===== src/rtl/agu_pipe.sv =====
`timescale 1ns/1ps
// agu_pipe: two-stage segment:offset address generator with valid/ready flow
// control. Stage 1 selects and sums the effective offset; stage 2 forms the
// physical address and checks the segment limit. Holds up to two requests.
module agu_pipe #(
    parameter int OFS_W     = 16,
    parameter int SEG_W     = 16,
    parameter int SEG_SHIFT = 4,
    parameter int ADDR_W    = 20
) (
    input  logic              clk,
    input  logic              rst_n,
    input  logic              in_valid,
    output logic              in_ready,
    input  logic [2:0]        in_op,
    input  logic [OFS_W-1:0]  in_rel,
    input  logic [SEG_W-1:0]  in_seg,
    input  logic [OFS_W-1:0]  in_ip,
    input  logic [OFS_W-1:0]  in_reg1,
    input  logic [OFS_W-1:0]  in_reg2,
    input  logic [OFS_W-1:0]  in_limit,
    output logic              out_valid,
    input  logic              out_ready,
    output logic [ADDR_W-1:0] out_addr,
    output logic [OFS_W-1:0]  out_ofs,
    output logic              out_ofs_wrap,
    output logic              out_fault
);

    // Three OFS_W operands can carry at most two bits past OFS_W.
    localparam int SUM_W    = OFS_W + 2;
    localparam int SEG_SH_W = SEG_W + SEG_SHIFT;
    localparam int CALC_W0  = (SEG_SH_W > OFS_W) ? SEG_SH_W : OFS_W;
    localparam int CALC_W   = ((CALC_W0 > ADDR_W) ? CALC_W0 : ADDR_W) + 1;

    typedef enum logic [2:0] {
        OP_IP           = 3'd0,
        OP_REL          = 3'd1,
        OP_REG1         = 3'd2,
        OP_REG1_REL     = 3'd3,
        OP_REG1_REG2    = 3'd4,
        OP_REG1_REG2_REL = 3'd5
    } op_e;

    // Stage 1 state
    logic             s1_valid_q;
    logic [OFS_W-1:0] s1_ofs_q;
    logic             s1_wrap_q;
    logic [SEG_W-1:0] s1_seg_q;
    logic [OFS_W-1:0] s1_limit_q;

    // Stage 2 state (drives the outputs directly)
    logic              s2_valid_q;
    logic [ADDR_W-1:0] s2_addr_q;
    logic [OFS_W-1:0]  s2_ofs_q;
    logic              s2_wrap_q;
    logic              s2_fault_q;

    // Next-state values
    logic [OFS_W-1:0]  s1_ofs_d;
    logic              s1_wrap_d;
    logic [ADDR_W-1:0] s2_addr_d;
    logic              s2_fault_d;

    logic [SUM_W-1:0]  sel_sum;
    logic [CALC_W-1:0] addr_full;

    logic s2_adv;
    logic s1_adv;
    logic accept;

    // Stage 2 may load when it is empty or its result leaves this cycle;
    // in_ready depends only on state and out_ready, never on in_valid.
    assign s2_adv   = !s2_valid_q || out_ready;
    assign s1_adv   = s1_valid_q && s2_adv;
    assign in_ready = !s1_valid_q || s2_adv;
    assign accept   = in_valid && in_ready;

    // Select the addressing-mode sum at full precision and derive offset/wrap.
    always_comb begin
        // NOTE: every always_comb output gets a default first, so no path can
        // leave it unassigned and infer a latch.
        sel_sum = SUM_W'(in_reg1);
        case (in_op)
            OP_IP:            sel_sum = SUM_W'(in_ip);
            OP_REL:           sel_sum = SUM_W'(in_rel);
            OP_REG1:          sel_sum = SUM_W'(in_reg1);
            OP_REG1_REL:      sel_sum = SUM_W'(in_reg1) + SUM_W'(in_rel);
            OP_REG1_REG2:     sel_sum = SUM_W'(in_reg1) + SUM_W'(in_reg2);
            OP_REG1_REG2_REL: sel_sum = SUM_W'(in_reg1) + SUM_W'(in_reg2) + SUM_W'(in_rel);
            default:          sel_sum = SUM_W'(in_reg1);
        endcase
        s1_ofs_d  = sel_sum[OFS_W-1:0];
        s1_wrap_d = |sel_sum[SUM_W-1:OFS_W];
    end

    // Form the physical address (wraps modulo 2^ADDR_W) and the limit check.
    always_comb begin
        addr_full  = (CALC_W'(s1_seg_q) << SEG_SHIFT) + CALC_W'(s1_ofs_q);
        s2_addr_d  = addr_full[ADDR_W-1:0];
        s2_fault_d = (s1_ofs_q > s1_limit_q);
    end

    // Stage 1 register: loads on every accepted request, empties on advance.
    always_ff @(posedge clk or negedge rst_n) begin
        // NOTE: state is updated with non-blocking assignments only, so every
        // flop samples pre-edge values regardless of block ordering.
        if (!rst_n) begin
            s1_valid_q <= 1'b0;
            s1_ofs_q   <= '0;
            s1_wrap_q  <= 1'b0;
            s1_seg_q   <= '0;
            s1_limit_q <= '0;
        end else begin
            s1_valid_q <= accept || (s1_valid_q && !s2_adv);
            if (accept) begin
                s1_ofs_q   <= s1_ofs_d;
                s1_wrap_q  <= s1_wrap_d;
                s1_seg_q   <= in_seg;
                s1_limit_q <= in_limit;
            end
        end
    end

    // Stage 2 register: advances when free or consumed, holds while stalled.
    always_ff @(posedge clk or negedge rst_n) begin
        if (!rst_n) begin
            s2_valid_q <= 1'b0;
            s2_addr_q  <= '0;
            s2_ofs_q   <= '0;
            s2_wrap_q  <= 1'b0;
            s2_fault_q <= 1'b0;
        end else if (s2_adv) begin
            s2_valid_q <= s1_valid_q;
            if (s1_adv) begin
                s2_addr_q  <= s2_addr_d;
                s2_ofs_q   <= s1_ofs_q;
                s2_wrap_q  <= s1_wrap_q;
                s2_fault_q <= s2_fault_d;
            end
        end
    end

    assign out_valid    = s2_valid_q;
    assign out_addr     = s2_addr_q;
    assign out_ofs      = s2_ofs_q;
    assign out_ofs_wrap = s2_wrap_q;
    assign out_fault    = s2_fault_q;

endmodule


===== config.mk =====
export PLATFORM = sky130hd
export DESIGN_NAME = agu_pipe
export DESIGN_NICKNAME = d
export VERILOG_FILES = /design/src/rtl/agu_pipe.sv
export SDC_FILE = /design/constraint.sdc
export NUM_CORES = 1
export LEC_CHECK = 0
export CORE_MARGIN = 1
export CORE_UTILIZATION = 48
export CTS_CLUSTER_SIZE = 14
export DETAILED_ROUTE_END_ITERATION = 8
export GPL_TIMING_DRIVEN = 0
export PLACE_DENSITY = 0.78
export RECOVER_POWER = 100
export SLEW_MARGIN = 40
export SYNTH_ARGS = -nofsm -noshare
export SYNTH_HDL_FRONTEND = slang
export SYNTH_SLANG_ARGS = --single-unit

===== constraint.sdc =====
create_clock -name clk -period 2 [get_ports clk]
set_input_delay 0.4 -clock clk [delete_from_list [all_inputs] [get_ports clk]]
set_output_delay 0.4 -clock clk [all_outputs]
set_load 0.005 [all_outputs]

Yosys cells after proc, flatten, opt, wreduce, memory -nomap -nowiden
Index checks and enable logic that the tools add are counted.
Storage, ports and cells
  register bits: 89
  bits of input ports: 103
Operators by class
  add/subtract/negate cells: 4
  magnitude comparators: 1
  equality and inequality tests: 4
  mux-type cells: 1
  reduce and logical (&&, ||, !) cells: 12
Operators with widths (number)
  $pmux W18 S5: 1
  $add A16 B16 Y17: 2
  $add A20 B16 Y20: 1
  $add A17 B16 Y18: 1
  $gt A16 B16 Y1: 1
  $eq A3 B3 Y1 const B: 2
  $eq A3 B1 Y1 const B: 1
  $eq A3 B2 Y1 const B: 1
  $logic_and A1 B1 Y1: 3
  $logic_not A1 Y1: 3
  $logic_not A3 Y1: 1
  $logic_or A1 B1 Y1: 3
  $reduce_and A2 Y1: 1
  $reduce_or A2 Y1: 1

Longest topological paths before layout
  depth in word-level cells: 5
  gate-level depth with buffers: 18
  gate-level depth less buffers: 18

Worst setup path before layout
No wires, ideal clock.
  path kind: input port to flip-flop
  from: input port in_reg1[0]
  to: register s1_ofs_q[15]
  arrival time: 3.309 ns
  data required time: 1.869 ns
  setup slack: -1.440 ns
  cell stages on the path: 17
  path through: ha_1 -> inv_1 -> fa_1 -> nor2b_1 -> o31a_4 -> o21a_1 -> nor2_1 -> xnor2_1 -> ha_1 -> o21ai_0 -> a2111oi_0 -> a211oi_2 -> a21boi_2 -> o22ai_1 -> xnor2_1 -> a211oi_1 -> a31oi_1
Between the ends
  cells in the longest elaborated chain, start to end: 3
  elaborated cells between the ends (all ways): 4
RTL lines
  start, declared: RTL line 19  | input logic [OFS_W-1:0] in_reg1,
  $add A16 B16 Y17: RTL line 89, 90
  $add A17 B16 Y18: RTL line 90  | OP_REG1_REG2_REL: sel_sum = SUM_W'(in_reg1) + SUM_W'(in_reg2) + SUM_W'(in_rel);
  $pmux W18 S5 (*): RTL line 84  | case (in_op)
  end signal, assigned: RTL line 117  | s1_ofs_q <= s1_ofs_d;
  end, declared: RTL line 47  | logic [OFS_W-1:0] s1_ofs_q;
Mark *: on every way between the ends. The rest lies on a longest branch, timed or not.
A chain may end at the register's enable or synchronous reset.

Worst setup path in the final report
  from: input port in_reg2[0]
  to: register s1_ofs_q[15]
Between the ends
  cells in the longest elaborated chain, start to end: 3
RTL lines
  start, declared: RTL line 20  | input logic [OFS_W-1:0] in_reg2,
  $add A16 B16 Y17 (*): RTL line 89, 90
  $add A17 B16 Y18: RTL line 90
  $pmux W18 S5 (*): RTL line 84
Marks and branches as above.

==> impl_metrics.tcl <==
set metrics [dict create \
    status "finished with violations" \
    violations "setup timing" \
    route.detailed.drc 0 \
    cp-end-kind "flip-flop" \
    synthSimpleGateAreaFrac 0.173 \
    synth_area_per_cell_um2 8.43 \
    cp_slowest_cell "a2111oi_4" \
    r2r_setup_slack_ns -0.35 \
    cts.clk_slew.worst_paths_ns 0.06 \
    post-place-ws_ns -2.19 \
    synth_adder_area_share 0.148 \
    seq_area_um2 2130 \
    drt_first_pass_iters 5 \
    reg2reg_depth 11 \
    startpoint_type "primary input" \
    antenna_found_initial 0 \
    syn_area_um2 7030 \
    clock_latency_ns 0.34 \
    drtIter0Drc 637 \
    muxShareOfSynthArea 0.0374 \
    finClkSkew_ns 0.00837 \
    dieArea_um2 15100 \
    power.leakage_nw 4.37 \
    gp_congestion 0.913 \
    maxSlewViolCount 0 \
    htree_levels 3 \
    syn_nets 1018 \
    grt_max_degree 59 \
    grt_pass1_wl_um 34400 \
    cp_top_family "compound AO/OA/AOI/OAI gates" \
    synth-compound-area-share 0.248 \
    hold_path_end "s1_ofs_q[3]$_DFFE_PN0P_" \
    nets 1224 \
    worstReg2RegStart "s1_ofs_q[4]$_DFFE_PN0P_" \
    crit_type "in2reg" \
    grt_pass1_vias 6925 \
    fin_ws_ns -1.23 \
    cts_sinks 85 \
    synth_edf_count 0 \
    worstHoldPathType "in2reg" \
    critPathMaxFanout 4 \
    diodes 0 \
    async_reset_ff_frac 1.00 \
    io_pins 143 \
    syn_inst 834 \
    port-buffer-count 142 \
    grt_overflow 0 \
    grt_usage 0.295 \
    yosys_warnings 0 \
    cp_slowest_stage_delay_ns 0.37 \
    worstPathRequired_ns 2.21 \
    cts_buffers 9 \
    cts_root_buf "clkbuf_16" \
    drv_cap 0 \
    start_util 0.499 \
    rsz0062_at_grt "true" \
    synthFlopType "dfrtp_1" \
    fmax_mhz 309 \
    wl_per_cell_um 18.0 \
    cts_tree "yes" \
    area_growth_syn_to_layout_pct 44.2 \
    drive_above_1_share 0.237 \
    die_y_um 123 \
    fillers 1078 \
    synth-xor-area-share 0.0511 \
    fin_crit_ns 3.23 \
    min_from "in_reg1[3]" \
    drt-vias-per-instance 5.88 \
    relSlewSlack 0.526 \
    coreArea_um2 14100 \
    drt_wl_total_um 22000 \
    power_per_cell_area_nw_per_um2 802 \
    crit_buf_inv 4 \
    fin_crit_sh 1.62 \
    ys_seq_area_frac 0.302 \
    reg2reg_to "out_addr[18]$_DFFE_PN0P_" \
    holdPathStages 3 \
    synth_top_family_by_area "compound AO/OA/AOI/OAI gates" \
    final_core_util 0.720 \
    hold_viol 0 \
    dieWidth_um 123 \
    dr_total_vias 7197 \
    dp.final_hpwl_um 16300 \
    ctsLongestPathBuffers 2 \
    tightest_slew_ns 0.707 \
    cp_cell_sequence "buf_6 -> ha_4 -> inv_2 -> fa_2 -> nor2b_2 -> o31a_4 -> o21a_1 -> nor2_2 -> xnor2_2 -> ha_4 -> inv_2 -> a2111oi_4 -> a211oi_2 -> buf_4 -> a21boi_4 -> o22ai_1 -> xnor2_1 -> a211oi_1 -> a31oi_1" \
    drtAntennaViolNets 0 \
    netlist-cell-type-count 75 \
    worstPathArrival_ns 3.44 \
    final-setup-viol-count 35 \
    synth-seq-cells 85 \
    fp-row-count 43 \
    multiInputGateArea_um2 5410 \
    ir_drop_mv 0.407 \
]
-- synth_stat cells, drive strengths merged (6+ instances only) --
master  count  share of area
a211oi     11          0.013
a21o       17          0.018
a21oi      53          0.038
a22oi       8         0.0085
a31oi      11         0.0098
and3        6         0.0055
buf        11         0.0082
clkbuf     23          0.012
dfrtp      85           0.30
ha         77           0.14
inv        35          0.019
mux2       18          0.029
mux2i       6         0.0085
nand2     135          0.072
nand3      12         0.0085
nor2       48          0.026
nor2b      11         0.0098
nor3       16          0.011
o211ai      9          0.011
o21a       10          0.011
o21ai      90          0.065
or3         9         0.0080
xnor2      28          0.035
xor2       13          0.016
-- tightest hold or removal path, stage by stage --
cell and delay (ns):
buf_2 0.15, o21ai_1 0.09, o21ai_1 0.11
-- through the flow --
stage | instance area [um2] | total power [mW] | setup TNS [ns] | hold slack (ns) | cells
after floorplan | 7200 | 4.50 | -12.90 | 0.104 | 834
after global placement | 8840 | 5.80 | -252.86 | 0.462 | 1156
after detailed placement | 8880 | 5.88 | -49.09 | 0.282 | 1157
after CTS | 9950 | 8.00 | -13.25 | 0.443 | 1211
after global routing | 10100 | 8.67 | -22.91 | 0.474 | 1225
final | 10100 | 8.13 | -15.38 | 0.452 | 1225
-- worst max-delay path by stage --
stage	start	end	depth (start not counted)
global placement	rst_n	out_ofs_wrap$_DFFE_PN0P_	1
finish	in_reg2[0]	s1_ofs_q[15]$_DFFE_PN0P_	19
global route	in_reg2[11]	s1_ofs_q[14]$_DFFE_PN0P_	16
detailed placement	in_reg1[0]	s1_ofs_q[15]$_DFFE_PN0P_	18
floorplan	in_reg1[0]	s1_wrap_q$_DFFE_PN0P_	17
CTS	in_reg1[0]	s1_ofs_q[14]$_DFFE_PN0P_	18
-- state kept, by name, summed over array words and instances, names as in the netlist --
signal and flops:
out_ofs 12, out_ofs_wrap 1, out_valid 1, out_addr 20, s1_valid_q 1, out_fault 1, s1_wrap_q 1, s1_ofs_q 16
s1_seg_q 16, s1_limit_q 16
-- routing by layer --
| metal | share of wire | up-vias | GRT usage |
|---|---|---|---|
| met5 | 0 | - | 0 |
| met4 | 0.030 | 0 | 0.103 |
| met3 | 0.056 | 49 | 0.0332 |
| met2 | 0.48 | 264 | 0.506 |
| met1 | 0.43 | 3446 | 0.383 |
| li1 | - | 3438 | - |
-- cells in the final DEF, fill, tap and decap left out, types with 6 or more instances in the layout --
| cell | instances |
|---|---|
| clkbuf_2 | 17 |
| o21ai_1 | 24 |
| dlygate4sd3_1 | 41 |
| mux2_2 | 18 |
| clkbuf_16 | 9 |
| or3_1 | 8 |
| xor2_1 | 13 |
| buf_2 | 12 |
| o21a_1 | 10 |
| dfrtp_1 | 85 |
| inv_1 | 30 |
| buf_6 | 10 |
| o21ai_0 | 58 |
| xnor2_1 | 24 |
| clkdlybuf4s50_1 | 74 |
| clkbuf_1 | 12 |
| nand2_1 | 135 |
| nor2b_1 | 7 |
| buf_4 | 49 |
| o211ai_1 | 7 |
| a31oi_1 | 9 |
| nor2_1 | 43 |
| nand3_1 | 9 |
| ha_1 | 50 |
| a211oi_1 | 6 |
| ha_4 | 22 |
| a21oi_1 | 36 |
| nor3_1 | 13 |
| a21o_1 | 17 |
| a21oi_2 | 12 |
| a22oi_1 | 7 |
| mux2i_1 | 6 |
| dlygate4sd2_1 | 10 |
-- cell type report --
| type | count | share of cell area |
|---|---|---|
| multi-input cells | 679 | 0.533 |
| plain buffers | 34 | 0.0162 |
| repair buffers | 195 | 0.176 |
| well taps | 180 | 0.0222 |
| clock buffers | 12 | 0.0243 |
| inverters | 36 | 0.0134 |
| flip-flops and latches | 85 | 0.210 |
| clock inverters | 4 | 0.00469 |
-- report_power, final --
group	total, mW	internal [mW]	switching [mW]
Sequential	2.40	2.12	0.271
Clock	1.64	0.997	0.643
Combinational	4.09	2.13	1.96
Total	8.13	5.25	2.88
-- cells by family (layout without fill, tap and decap cells) --
group / Yosys count / count (layout)
adder cells (fa/ha/maj): 81 / 81
AO/OA/AOI/OAI: 264 / 264
buffers and inverters: 70 / 281
flip-flops: 85 / 85
AND/OR/NAND/NOR: 269 / 269
XOR/XNOR: 41 / 41
multiplexers: 24 / 24
-- what timing repair did --
| action | CTS | global route |
|---|---|---|
| pin swaps | 87 | 48 |
| setup buffers | 38 | 15 |
| setup endpoints to repair | 52 | 54 |
| endpoints found under the hold margin | 27 | 0 |
| resized for setup | 188 | 44 |
| hold buffers | 1 | 0 |
Note: power is estimated with default switching activity, not from simulation.
